[config.mk]
export PLATFORM = sky130hd
export DESIGN_NAME = keypad_matrix_emulator
export DESIGN_NICKNAME = d
export VERILOG_FILES = /design/src/rtl/keypad_pkg.sv /design/src/rtl/keypad_code_map.sv /design/src/rtl/keypad_matrix_emulator.sv
export SDC_FILE = /design/constraint.sdc
export NUM_CORES = 1
export LEC_CHECK = 0
export ABC_AREA = 1
export CORE_MARGIN = 3
export CORE_UTILIZATION = 25
export CTS_BUF_LIST = sky130_fd_sc_hd__clkbuf_4
export CTS_CLUSTER_DIAMETER = 200
export CTS_CLUSTER_SIZE = 16
export DETAILED_ROUTE_END_ITERATION = 8
export GPL_ROUTABILITY_DRIVEN = 1
export GPL_TIMING_DRIVEN = 0
export PLACE_DENSITY_LB_ADDON = 0.3
export SLEW_MARGIN = 5
export SYNTH_ARGS = -nofsm -noshare
export SYNTH_HDL_FRONTEND = slang
export SYNTH_SLANG_ARGS = --single-unit
[constraint.sdc]
create_clock -name Clock -period 2.7 [get_ports Clock]
set_clock_uncertainty 0.15 [all_clocks]
set_input_delay 0.54 -clock Clock [delete_from_list [all_inputs] [get_ports Clock]]
set_output_delay 0.54 -clock Clock [all_outputs]
set_load 0.005 [all_outputs]
[src/rtl/keypad_pkg.sv]
// keypad_pkg: shared types and constants for the keypad matrix emulator.
//   state_e      - press FSM states (IDLE, PRESS, GAP)
//   et_key_t     - one ET-3400 key table entry {valid, row, col}
//   ET3400_MAP   - ET-3400 key table indexed by key code 0..16
//   cnt_w()      - bits needed to hold a count of 0..N
package keypad_pkg;

   typedef enum logic [1:0] {ST_IDLE, ST_PRESS, ST_GAP} state_e;

   typedef struct packed {
      logic       vld;
      logic [2:0] row;
      logic [1:0] col;
   } et_key_t;

   localparam int ET_ROWS = 6;
   localparam int ET_COLS = 3;
   localparam int ET_KEYS = 16;

   // Entry 0 is "no key" and stays invalid.
   localparam et_key_t ET3400_MAP [0:ET_KEYS] = '{
      '{1'b0, 3'd0, 2'd0},   // 0
      '{1'b1, 3'd4, 2'd0},   // 1
      '{1'b1, 3'd3, 2'd0},   // 2
      '{1'b1, 3'd2, 2'd0},   // 3
      '{1'b1, 3'd0, 2'd2},   // 4
      '{1'b1, 3'd4, 2'd1},   // 5
      '{1'b1, 3'd3, 2'd1},   // 6
      '{1'b1, 3'd2, 2'd1},   // 7
      '{1'b1, 3'd5, 2'd0},   // 8
      '{1'b1, 3'd4, 2'd2},   // 9
      '{1'b1, 3'd3, 2'd2},   // 10
      '{1'b1, 3'd2, 2'd2},   // 11
      '{1'b1, 3'd0, 2'd1},   // 12
      '{1'b1, 3'd1, 2'd0},   // 13
      '{1'b1, 3'd1, 2'd1},   // 14
      '{1'b1, 3'd1, 2'd2},   // 15
      '{1'b1, 3'd0, 2'd0}    // 16
   };

   function automatic int cnt_w(input int n);
      return $clog2(n + 1);
   endfunction

endpackage

[src/rtl/keypad_code_map.sv]
// keypad_code_map: combinational key code -> {valid, row, col}.
//   code_i [CODE_W] - key code, 0 = none
//   vld_o           - code names a real key
//   row_o  [RW]     - matrix row of the key
//   col_o  [CW]     - matrix column of the key
// Macro KEYMAP_ET3400_EN selects the ET-3400 code table (requires a 6x3
// matrix); otherwise code k maps linearly: col=(k-1)/ROWS, row=(k-1)%ROWS.
module keypad_code_map
   import keypad_pkg::*;
#(
   parameter int ROWS   = 6,
   parameter int COLS   = 3,
   parameter int CODE_W = 5,
   parameter int RW     = 3,
   parameter int CW     = 2
) (
   input  logic [CODE_W-1:0] code_i,
   output logic              vld_o,
   output logic [RW-1:0]     row_o,
   output logic [CW-1:0]     col_o
);

`ifdef KEYMAP_ET3400_EN
   if (ROWS != ET_ROWS || COLS != ET_COLS) begin : g_bad_geometry
      $error("KEYMAP_ET3400_EN needs ROWS=6 and COLS=3");
   end

   et_key_t ent;

   always_comb begin
      ent   = ET3400_MAP[0];
      vld_o = 1'b0;
      row_o = '0;
      col_o = '0;
      if (int'(code_i) <= ET_KEYS) begin
         ent   = ET3400_MAP[code_i];
         vld_o = ent.vld;
         row_o = RW'(ent.row);
         col_o = CW'(ent.col);
      end
   end
`else
   localparam int KEYS = ROWS * COLS;

   int k;

   always_comb begin
      k     = int'(code_i) - 1;
      vld_o = (code_i != '0) && (int'(code_i) <= KEYS);
      row_o = '0;
      col_o = '0;
      if (vld_o) begin
         row_o = RW'(k % ROWS);
         col_o = CW'(k / ROWS);
      end
   end
`endif

endmodule

[src/rtl/keypad_matrix_emulator.sv]
// keypad_matrix_emulator: presses one key at a time on an active-low
// row/column matrix scanned by the ET-3400 CPU.
//   Clock, Reset           - system clock, async active-high reset
//   Key_Valid/Key_Code     - key request (code 0 = none)
//   Key_Ready              - request can be accepted (IDLE)
//   Key_Busy               - press or gap in progress
//   Key_Error              - 1-cycle pulse after an invalid code is accepted
//   Key_Timeout            - 1-cycle pulse on a forced release
//   Keyb_Col_I [COLS]      - active-low column strobes from the CPU
//   Keyb_Row_O [ROWS]      - active-low row returns, registered
// Macro KEYMAP_ET3400_EN selects the ET-3400 code table in keypad_code_map.
module keypad_matrix_emulator
   import keypad_pkg::*;
#(
   parameter int ROWS           = 6,
   parameter int COLS           = 3,
   parameter int HOLD_CYCLES    = 50000,
   parameter int MIN_SCANS      = 2,
   parameter int TIMEOUT_CYCLES = 2000000,
   parameter int GAP_CYCLES     = 50000,
   parameter int CODE_W         = $clog2(ROWS*COLS+1)
) (
   input  logic              Clock,
   input  logic              Reset,
   input  logic              Key_Valid,
   input  logic [CODE_W-1:0] Key_Code,
   output logic              Key_Ready,
   output logic              Key_Busy,
   output logic              Key_Error,
   output logic              Key_Timeout,
   input  logic [COLS-1:0]   Keyb_Col_I,
   output logic [ROWS-1:0]   Keyb_Row_O
);

   localparam int RW = (ROWS > 1) ? $clog2(ROWS) : 1;
   localparam int CW = (COLS > 1) ? $clog2(COLS) : 1;
   localparam int HW = cnt_w(TIMEOUT_CYCLES);
   localparam int SW = cnt_w(MIN_SCANS);
   localparam int GW = cnt_w(GAP_CYCLES);

   state_e          state_q, state_d;
   logic [HW-1:0]   hold_q, hold_d;
   logic [SW-1:0]   scan_q, scan_d;
   logic [GW-1:0]   gap_q, gap_d;
   logic [RW-1:0]   row_q, row_d;
   logic [CW-1:0]   col_q, col_d;
   logic [ROWS-1:0] rowo_q, rowo_d;
   logic            err_q, err_d;
   logic [COLS-1:0] sync1_q, sync2_q, prev_q;

   logic            map_vld;
   logic [RW-1:0]   map_row;
   logic [CW-1:0]   map_col;
   logic            accept, fall, done_ok, done_to, tmo;

   keypad_code_map #(
      .ROWS(ROWS), .COLS(COLS), .CODE_W(CODE_W), .RW(RW), .CW(CW)
   ) u_map (
      .code_i (Key_Code),
      .vld_o  (map_vld),
      .row_o  (map_row),
      .col_o  (map_col)
   );

   always_ff @(posedge Clock or posedge Reset) begin
      if (Reset) begin
         state_q <= ST_IDLE;
         hold_q  <= '0;
         scan_q  <= '0;
         gap_q   <= '0;
         row_q   <= '0;
         col_q   <= '0;
         rowo_q  <= '1;
         err_q   <= 1'b0;
         sync1_q <= '1;
         sync2_q <= '1;
         prev_q  <= '1;
      end else begin
         state_q <= state_d;
         hold_q  <= hold_d;
         scan_q  <= scan_d;
         gap_q   <= gap_d;
         row_q   <= row_d;
         col_q   <= col_d;
         rowo_q  <= rowo_d;
         err_q   <= err_d;
         sync1_q <= Keyb_Col_I;
         sync2_q <= sync1_q;
         prev_q  <= sync2_q;
      end
   end

   always_comb begin
      accept  = Key_Valid && (state_q == ST_IDLE);
      // Strobe start on the selected column, after synchronisation.
      fall    = prev_q[col_q] && !sync2_q[col_q];
      done_ok = (hold_q >= HW'(HOLD_CYCLES - 1)) && (scan_q == SW'(MIN_SCANS));
      done_to = (hold_q == HW'(TIMEOUT_CYCLES - 1));

      state_d = state_q;
      hold_d  = hold_q;
      scan_d  = scan_q;
      gap_d   = gap_q;
      row_d   = row_q;
      col_d   = col_q;
      err_d   = 1'b0;
      tmo     = 1'b0;

      case (state_q)
         ST_IDLE: begin
            if (accept) begin
               err_d = !map_vld;
               if (map_vld) begin
                  state_d = ST_PRESS;
                  hold_d  = '0;
                  scan_d  = '0;
                  row_d   = map_row;
                  col_d   = map_col;
               end
            end
         end
         ST_PRESS: begin
            if (done_ok || done_to) begin
               // Edges seen on the exit cycle are dropped with the key.
               state_d = ST_GAP;
               gap_d   = '0;
               tmo     = !done_ok;
            end else begin
               if (hold_q != HW'(TIMEOUT_CYCLES)) hold_d = hold_q + HW'(1);
               if (fall && (scan_q != SW'(MIN_SCANS))) scan_d = scan_q + SW'(1);
            end
         end
         ST_GAP: begin
            if (gap_q == GW'(GAP_CYCLES - 1)) state_d = ST_IDLE;
            else                              gap_d   = gap_q + GW'(1);
         end
         default: state_d = ST_IDLE;
      endcase

      // Gated on staying in PRESS so the row is already released in the
      // first GAP cycle rather than lagging one register behind.
      rowo_d = '1;
      if ((state_q == ST_PRESS) && (state_d == ST_PRESS) && !sync2_q[col_q])
         rowo_d[row_q] = 1'b0;
   end

   assign Key_Ready   = (state_q == ST_IDLE);
   assign Key_Busy    = (state_q != ST_IDLE);
   assign Key_Error   = err_q;
   assign Key_Timeout = tmo;
   assign Keyb_Row_O  = rowo_q;

endmodule
==> results of run 1 <==
[repair_timing]
item	in CTS	in global routing
setup endpoints to repair	25	3
pin swaps	12	9
resized for setup	37	18
buffers inserted	18	4
[sequential cells by signal (all words and copies together) (netlist names)]
| signal | flops |
|---|---|
| Keyb_Row_O | 6 |
| sync1_q | 3 |
| Key_Error | 1 |
| gap_q | 16 |
| state_q | 2 |
| hold_q | 21 |
| sync2_q | 3 |
| scan_q | 2 |
| row_q | 3 |
| prev_q | 3 |
| col_q | 2 |
[final cells by class]
| type | instances | area share (%) |
|---|---|---|
| tap | 184 | 4.85 |
| clock inverter | 7 | 1.87 |
| timing repair buffer | 42 | 7.53 |
| inverter | 61 | 4.92 |
| sequential | 62 | 33.3 |
| multi-input combinational | 389 | 44.4 |
| buffer | 13 | 1.74 |
| clock buffer | 9 | 1.42 |
[worst paths after layout]
kind | endpoint | slack [ns] | cells past startpoint
worst max register to register | hold_q[4]$_DFFE_PP0P_ | 0.40 | 12
worst min register to register | sync2_q[0]$_DFF_PP1_ | 0.21 | 0
min in group asynchronous | gap_q[8]$_DFFE_PP0P_ | 0.46 | 2
max in group asynchronous | hold_q[7]$_DFFE_PP0P_ | 1.37 | 2
worst max-delay path | Key_Timeout | 0.05 | 9
worst min-delay path | sync2_q[0]$_DFF_PP1_ | 0.21 | 0
[cells by family (layout without fill, tap and decap cells)]
group,after synthesis,after routing,synth area share [%]
buf+inv,78,132,8.49
flops,62,62,40.3
compound gates,24,24,3.34
fa+ha+maj,9,9,2.89
simple gates,325,325,38.0
xor+xnor,31,31,6.98
[where the power goes]
part | total (mW) | switching [mW] | leakage (nW) | internal (mW)
sequential | 0.968 | 0.0117 | 0.771 | 0.956
clock | 0.730 | 0.361 | 0.0810 | 0.369
combinational | 0.177 | 0.105 | 1.34 | 0.0715
total | 1.87 | 0.478 | 2.20 | 1.40
[placed cells by master, fill, tap and decap left out, drive strengths merged, types with 2 or more instances in the layout]
cell           count
nand2            139
nor2              67
nand3             61
inv               61
dfrtp             47
buf               32
xor2              27
nor3              23
nand4             17
o21ai             17
dfstp             15
clkbuf            15
clkdlybuf4s50     14
ha                 9
nor4               8
xnor2              4
or2                4
clkinv             4
o22ai              3
nand3b             2
bufinv             2
dlymetal6s2s       2
nor3b              2
[worst max-delay path: cells and delay by family (launching register included)]
family,cells,cell delay [ns]
buffers and inverters,2,0.33
and+or+nand+nor,7,0.84
DFF,1,0.37
[routing by layer]
| metal | up-vias | part of all wire (%) | GRT usage, % |
|---|---|---|---|
| li1 | 1798 | - | - |
| met1 | 1682 | 49 | 16.6 |
| met2 | 60 | 46 | 18.9 |
| met3 | 12 | 3.6 | 2.11 |
| met4 | 0 | 1.2 | 3.87 |
| met5 | - | 0 | 0 |
[through the flow]
stage               hold WS, ns  instance area (um2)  setup TNS [ns]
floorplan                 0.195                 3890               0
global placement          0.197                 4320          -50.85
detailed placement        0.197                 4330          -16.73
CTS                       0.213                 4700        -0.00323
global route              0.213                 4750         -0.0941
finish                    0.214                 4750               0
==> flow_summary_export.csv, run 1 <==
group,metric,value,unit
placed_design,port_buffers,20,
route,dr.pass1.iters,5,
worst_setup_path,critical-path-max-stage-delay,0.37,ns
synthesis,ys_seq_elements,62,
global_route,grt_pass1_wl,16.4,mm
pwr,p_total,1.87,mW
synthesis,synth.area.top_cells,"dfrtp_1 30%, nand2_1 13%, dfstp_2 10%, nand3_1 7.6%, xor2_1 6.1%",
worst_setup_path,cp_max_fo,9,
clocking,cts_made_buffers,9,
synthesis,synth_nets,549,
route,drt_iter0_markers,202,
worst_setup_path,end_kind,"output pin",
synthesis,synth_area,0.00389,mm2
die,row_count,44,
clocking,max-clock-path-buffers,2,
worst_hold_path,hp-start,"sync1_q[0]$_DFF_PP1_",
run,drv_cap,0,
clocking,cts_root_buf,"clkbuf_4",
placed_design,dp_hpwl,6.87,mm
finish,fin_util,32.0,%
sta,fin_ws,0.0509,ns
synthesis,synthArstFlopShare,100,%
finish,drive_gt1_share,19.2,%
worst_setup_path,start_kind,"flop",
finish,stdcell_count,767,
die,dieArea,0.0171,mm2
clocking,cts.sinks,62,
pwr,vdd_ir_drop_max,215,uV
pwr,cellLeakagePower,2.20,nW
clocking,clk_latency,0.42,ns
finish,regArea,0.00158,mm2
synthesis,yosys_warnings,0,
global_route,gr-total-overflow,0,
synthesis,synth_ff_type,"dfrtp_1",
sta,max_slew_margin,48.1,%
finish,multi_input_area,0.00211,mm2
route,wl,9.70,mm
pwr,powerDensity,395,mW/mm2
synthesis,postSynthCellCount,529,
placed_design,gp_congestion,0.931,
die,fp.dieW,131,um
synthesis,synth-edff-count,0,
route,vias_per_cell,4.63,
global_route,antenna_found_initial,0,
clocking,cts_tree,"done",
route,drcViolationCount,0,
die,pin_count,21,
clocking,clk_pin_slew,0.11,ns
worst_hold_path,worstHoldPathType,"reg2reg",
sta,final.period_utilization,98.1,%
worst_setup_path,crit_path_frequent_cell,"buf_2",
worst_setup_path,required,2.01,ns
die,coreArea,0.0149,mm2
finish,finish.net_count,598,
synthesis,syn_area_per_cell,7.36,um2
finish,fillers,1589,
placed_design,dp.cells,733,
sta,rsz0062_at_grt,"true",
synthesis,synthTopCellsByCount,"135 x nand2_1, 62 x nor2_1, 59 x nand3_1, 57 x inv_1, 47 x dfrtp_1",
synthesis,netlist.top_cell.by_area,"dfrtp_1",
synthesis,synth_cell_type_count,38,
worst_setup_path,worstSetupPathType,"reg2out",
sta,worst_slew_pin_slew,0.778,ns
worst_setup_path,crit_chain,"buf_2 > nor2_1 > nand2_1 > nor3_1 > nand3_1 > nand4_1 > nand2_2 > nor3b_4 > buf_2",
worst_setup_path,crit_slowest_cell,"dfrtp_1",
die,die_h,131,um
die,start_util,26.2,%
sta,hold_viol_final,0,
route,ant_nets,0,
placed_design,pre_cts_slack,-0.964,ns
sta,final.min_clock_period,2.65,ns
global_route,grt_pass1_vias,3417,
sta,finalSetupViolations,0,
worst_setup_path,worstPathArrival,1.96,ns
synthesis,synth_top_area_share,30.2,%
route,wl_per_cell,12.6,um
synthesis,ys_seq_area_share,40.3,%
worst_setup_path,crit_start,"hold_q[10]$_DFFE_PP0P_",
finish,area_growth,22.1,%
sta,max_freq,377,MHz
clocking,cts-htree-levels,3,
finish,diodes,0,
synthesis,yosys.cell_count.top_type,"nand2_1",
route,vias,3552,
clocking,cts_hold_buf,0,
sta,maxSlewViolCount,0,
status,status,"finished, final reports clean",
global_route,grt_max_degree,63,
global_route,grt_usage,12.0,%
worst_setup_path,regToRegStartpoint,"hold_q[9]$_DFFE_PP0P_",
Power figures use the tool's default switching activity.
==> run 2, diff against run 1 <==
CORE_MARGIN = unset   (was 3)
==> run 2 against run 1 <==
Cell area barely moved. Die area fell by 6.0%. Critical path type unchanged. Sequential cell count did not move. Global-route usage rose by 1.3 points. Cell count rose by 0.65%. Critical path depth fell by 3. Combinational power barely moved. Wire length rose by 4.1%. The run now ends with negative setup slack left. Utilization fell by 0.69 points. Critical endpoint unchanged. Setup slack got worse by 0.065 ns. Non-clock buffer count did not move.
==> flow_summary_export.csv, run 2 (synthesized netlist as in run 1, its figures left out) <==
group,metric,value,unit
pwr,seqPwrFrac,53.4,%
sta,fin_setup_tns,-0.0145,ns
worst_setup_path,worstPathArrival,2.02,ns
route,ant_nets,0,
pwr,swShare,27.4,%
route,vias,3554,
worst_setup_path,crit_family,"simple AND/OR/NAND/NOR gates",
sta,max_slew_margin,46.9,%
clocking,cts_hold_buf,0,
pwr,powerDensity,381,mW/mm2
route,drt_iter0_markers,276,
status,violations,"negative setup slack",
sta,final.period_utilization,101,%
die,die_h,127,um
worst_setup_path,crit_slowest_cell,"dfrtp_2",
route,wl,10.1,mm
run,drv_cap,0,
global_route,grt_pass1_wl,16.8,mm
worst_setup_path,start_kind,"flop",
finish,largest_reg_flops,21,
placed_design,dpl-instance-area,0.00433,mm2
route,drcViolationCount,0,
pwr,switchingPower,497,uW
worst_setup_path,cp_max_fo,6,
sta,rsz0062_at_grt,"true",
sta,max_freq,368,MHz
clocking,cts_tree,"done",
status,status,"finished, violations left",
die,row_count,45,
sta,hold_viol_final,0,
die,coreArea,0.0152,mm2
sta,fin_ws,-0.0145,ns
global_route,gr-total-overflow,0,
route,vias_per_cell,4.60,
finish,final_cell_area,0.00475,mm2
finish,largest-register,"hold_q",
clocking,clk_latency,0.44,ns
worst_setup_path,crit_chain,"inv_1 > nand3_1 > nor3_2 > nand4_1 > nor3b_4 > buf_2",
global_route,antenna_found_initial,1,
worst_setup_path,worstRegToRegCells,11,
finish,finish.net_count,598,
worst_hold_path,min_path_cells,0,
placed_design,port_buffers,20,
clocking,cts_made_buffers,9,
clocking,cts-htree-levels,3,
finish,layout_commonest_cell,"nand2_1",
clocking,clk_pin_slew,0.11,ns
sta,fin_hold_ws,0.210,ns
pwr,power_frac_comb,9.8,%
sta,maxSlewViolCount,0,
die,start_util,25.6,%
route,wl_per_cell,13.1,um
clocking,cts_root_buf,"clkbuf_4",
global_route,grt_max_degree,63,
clocking,max-clock-path-buffers,2,
pwr,p_int,1.32,mW
worst_setup_path,cp.depth,6,
die,dieArea,0.0161,mm2
placed_design,pre_cts_slack,-0.884,ns
finish,layout_common_cells,"131 x nand2_1, 58 x nor2_1, 57 x nand3_1",
placed_design,dp_hpwl,7.11,mm
pwr,vdd_ir_drop_max,177,uV
pwr,power_frac_clock,36.8,%
sta,finalSetupViolations,1,
worst_setup_path,required,2.01,ns
global_route,grt_pass1_vias,3499,
pwr,p_total,1.81,mW
pwr,cellLeakagePower,2.20,nW
global_route,grt_usage,13.3,%
worst_setup_path,worstSetupPathType,"reg2out",
worst_hold_path,worstHoldPathType,"reg2reg",
sta,worst_slew_pin_slew,0.796,ns
finish,area_growth,22.1,%
die,pin_count,21,
worst_setup_path,end_kind,"output pin",
clocking,cts.sinks,62,
die,fp.dieW,127,um
placed_design,gp_congestion,0.887,
worst_setup_path,path_buf_inv,2,
finish,drive_gt1_share,18.9,%
worst_setup_path,critical-path-max-stage-delay,0.47,ns
sta,final.min_clock_period,2.71,ns
route,dr.pass1.iters,4,
[run 2: changes by cell type in the layout (fill, tap and decap cells not counted), sizes merged]
cell      delta
clkbuf       +2
bufinv       -1
clkinvlp     +1
clkinv       -1
diode        +1
buf          -1
[run 2: final cells by class]
type                       instances  area [um2]
multi-input combinational        389        2120
buffer                            14        90.1
tap                              188         235
sequential                        62        1580
inverter                          61         234
timing repair buffer              41         357
clock buffer                      10        75.1
clock inverter                     6        62.6
fill                            1648       10400
antenna                            1        2.50
[run 2: timing repair]
item / CTS / global route
buffers inserted: 16 / 5
setup endpoints to repair: 25 / 3
gates resized for setup: 34 / 21
pin swaps: 10 / 9
[run 2: per-stage QoR]
stage | util [%] | instances
2_1_floorplan | - | 529
3_3_place_gp | 28.5 | 737
3_5_place_dp | 28.5 | 737
4_1_cts | 30.7 | 766
5_1_grt | 31.3 | 772
6_report | 31.3 | 772
[run 2: worst paths after layout]
| check | from | end | slack [ns] |
|---|---|---|---|
| min in group asynchronous | Reset | gap_q[10]$_DFFE_PP0P_ | 0.45 |
| worst max-delay path | hold_q[16]$_DFFE_PP0P_ | Key_Timeout | -0.01 |
| worst min register to register | sync1_q[1]$_DFF_PP1_ | sync2_q[1]$_DFF_PP1_ | 0.21 |
| worst max register to register | hold_q[16]$_DFFE_PP0P_ | hold_q[6]$_DFFE_PP0P_ | 0.35 |
| worst min-delay path | sync1_q[1]$_DFF_PP1_ | sync2_q[1]$_DFF_PP1_ | 0.21 |
| max in group asynchronous | Reset | hold_q[7]$_DFFE_PP0P_ | 1.37 |
[run 2: power groups by stage]
stage	sequential [mW]	combinational [mW]	clock, mW
after floorplan	0.983	0.115	0
after global placement	0.984	0.154	0
after detailed placement	0.985	0.164	0
after CTS	0.968	0.170	0.689
after global routing	0.970	0.203	0.743
final	0.968	0.177	0.668
[run 2: per-layer routing]
layer,global-route usage [%],vias to the layer above,routed length [um]
met3,2.40,9,245
li1,-,1805,-
met1,17.3,1697,4870
met4,5.46,0,134
met2,21.7,43,4850
met5,0,-,0
==> run 3, diff against run 2 <==
HOLD_SLACK_MARGIN = 0.1   (was unset)
==> results of run 3 <==
The final DEF is identical to that of run 2; final timing and power are the same.
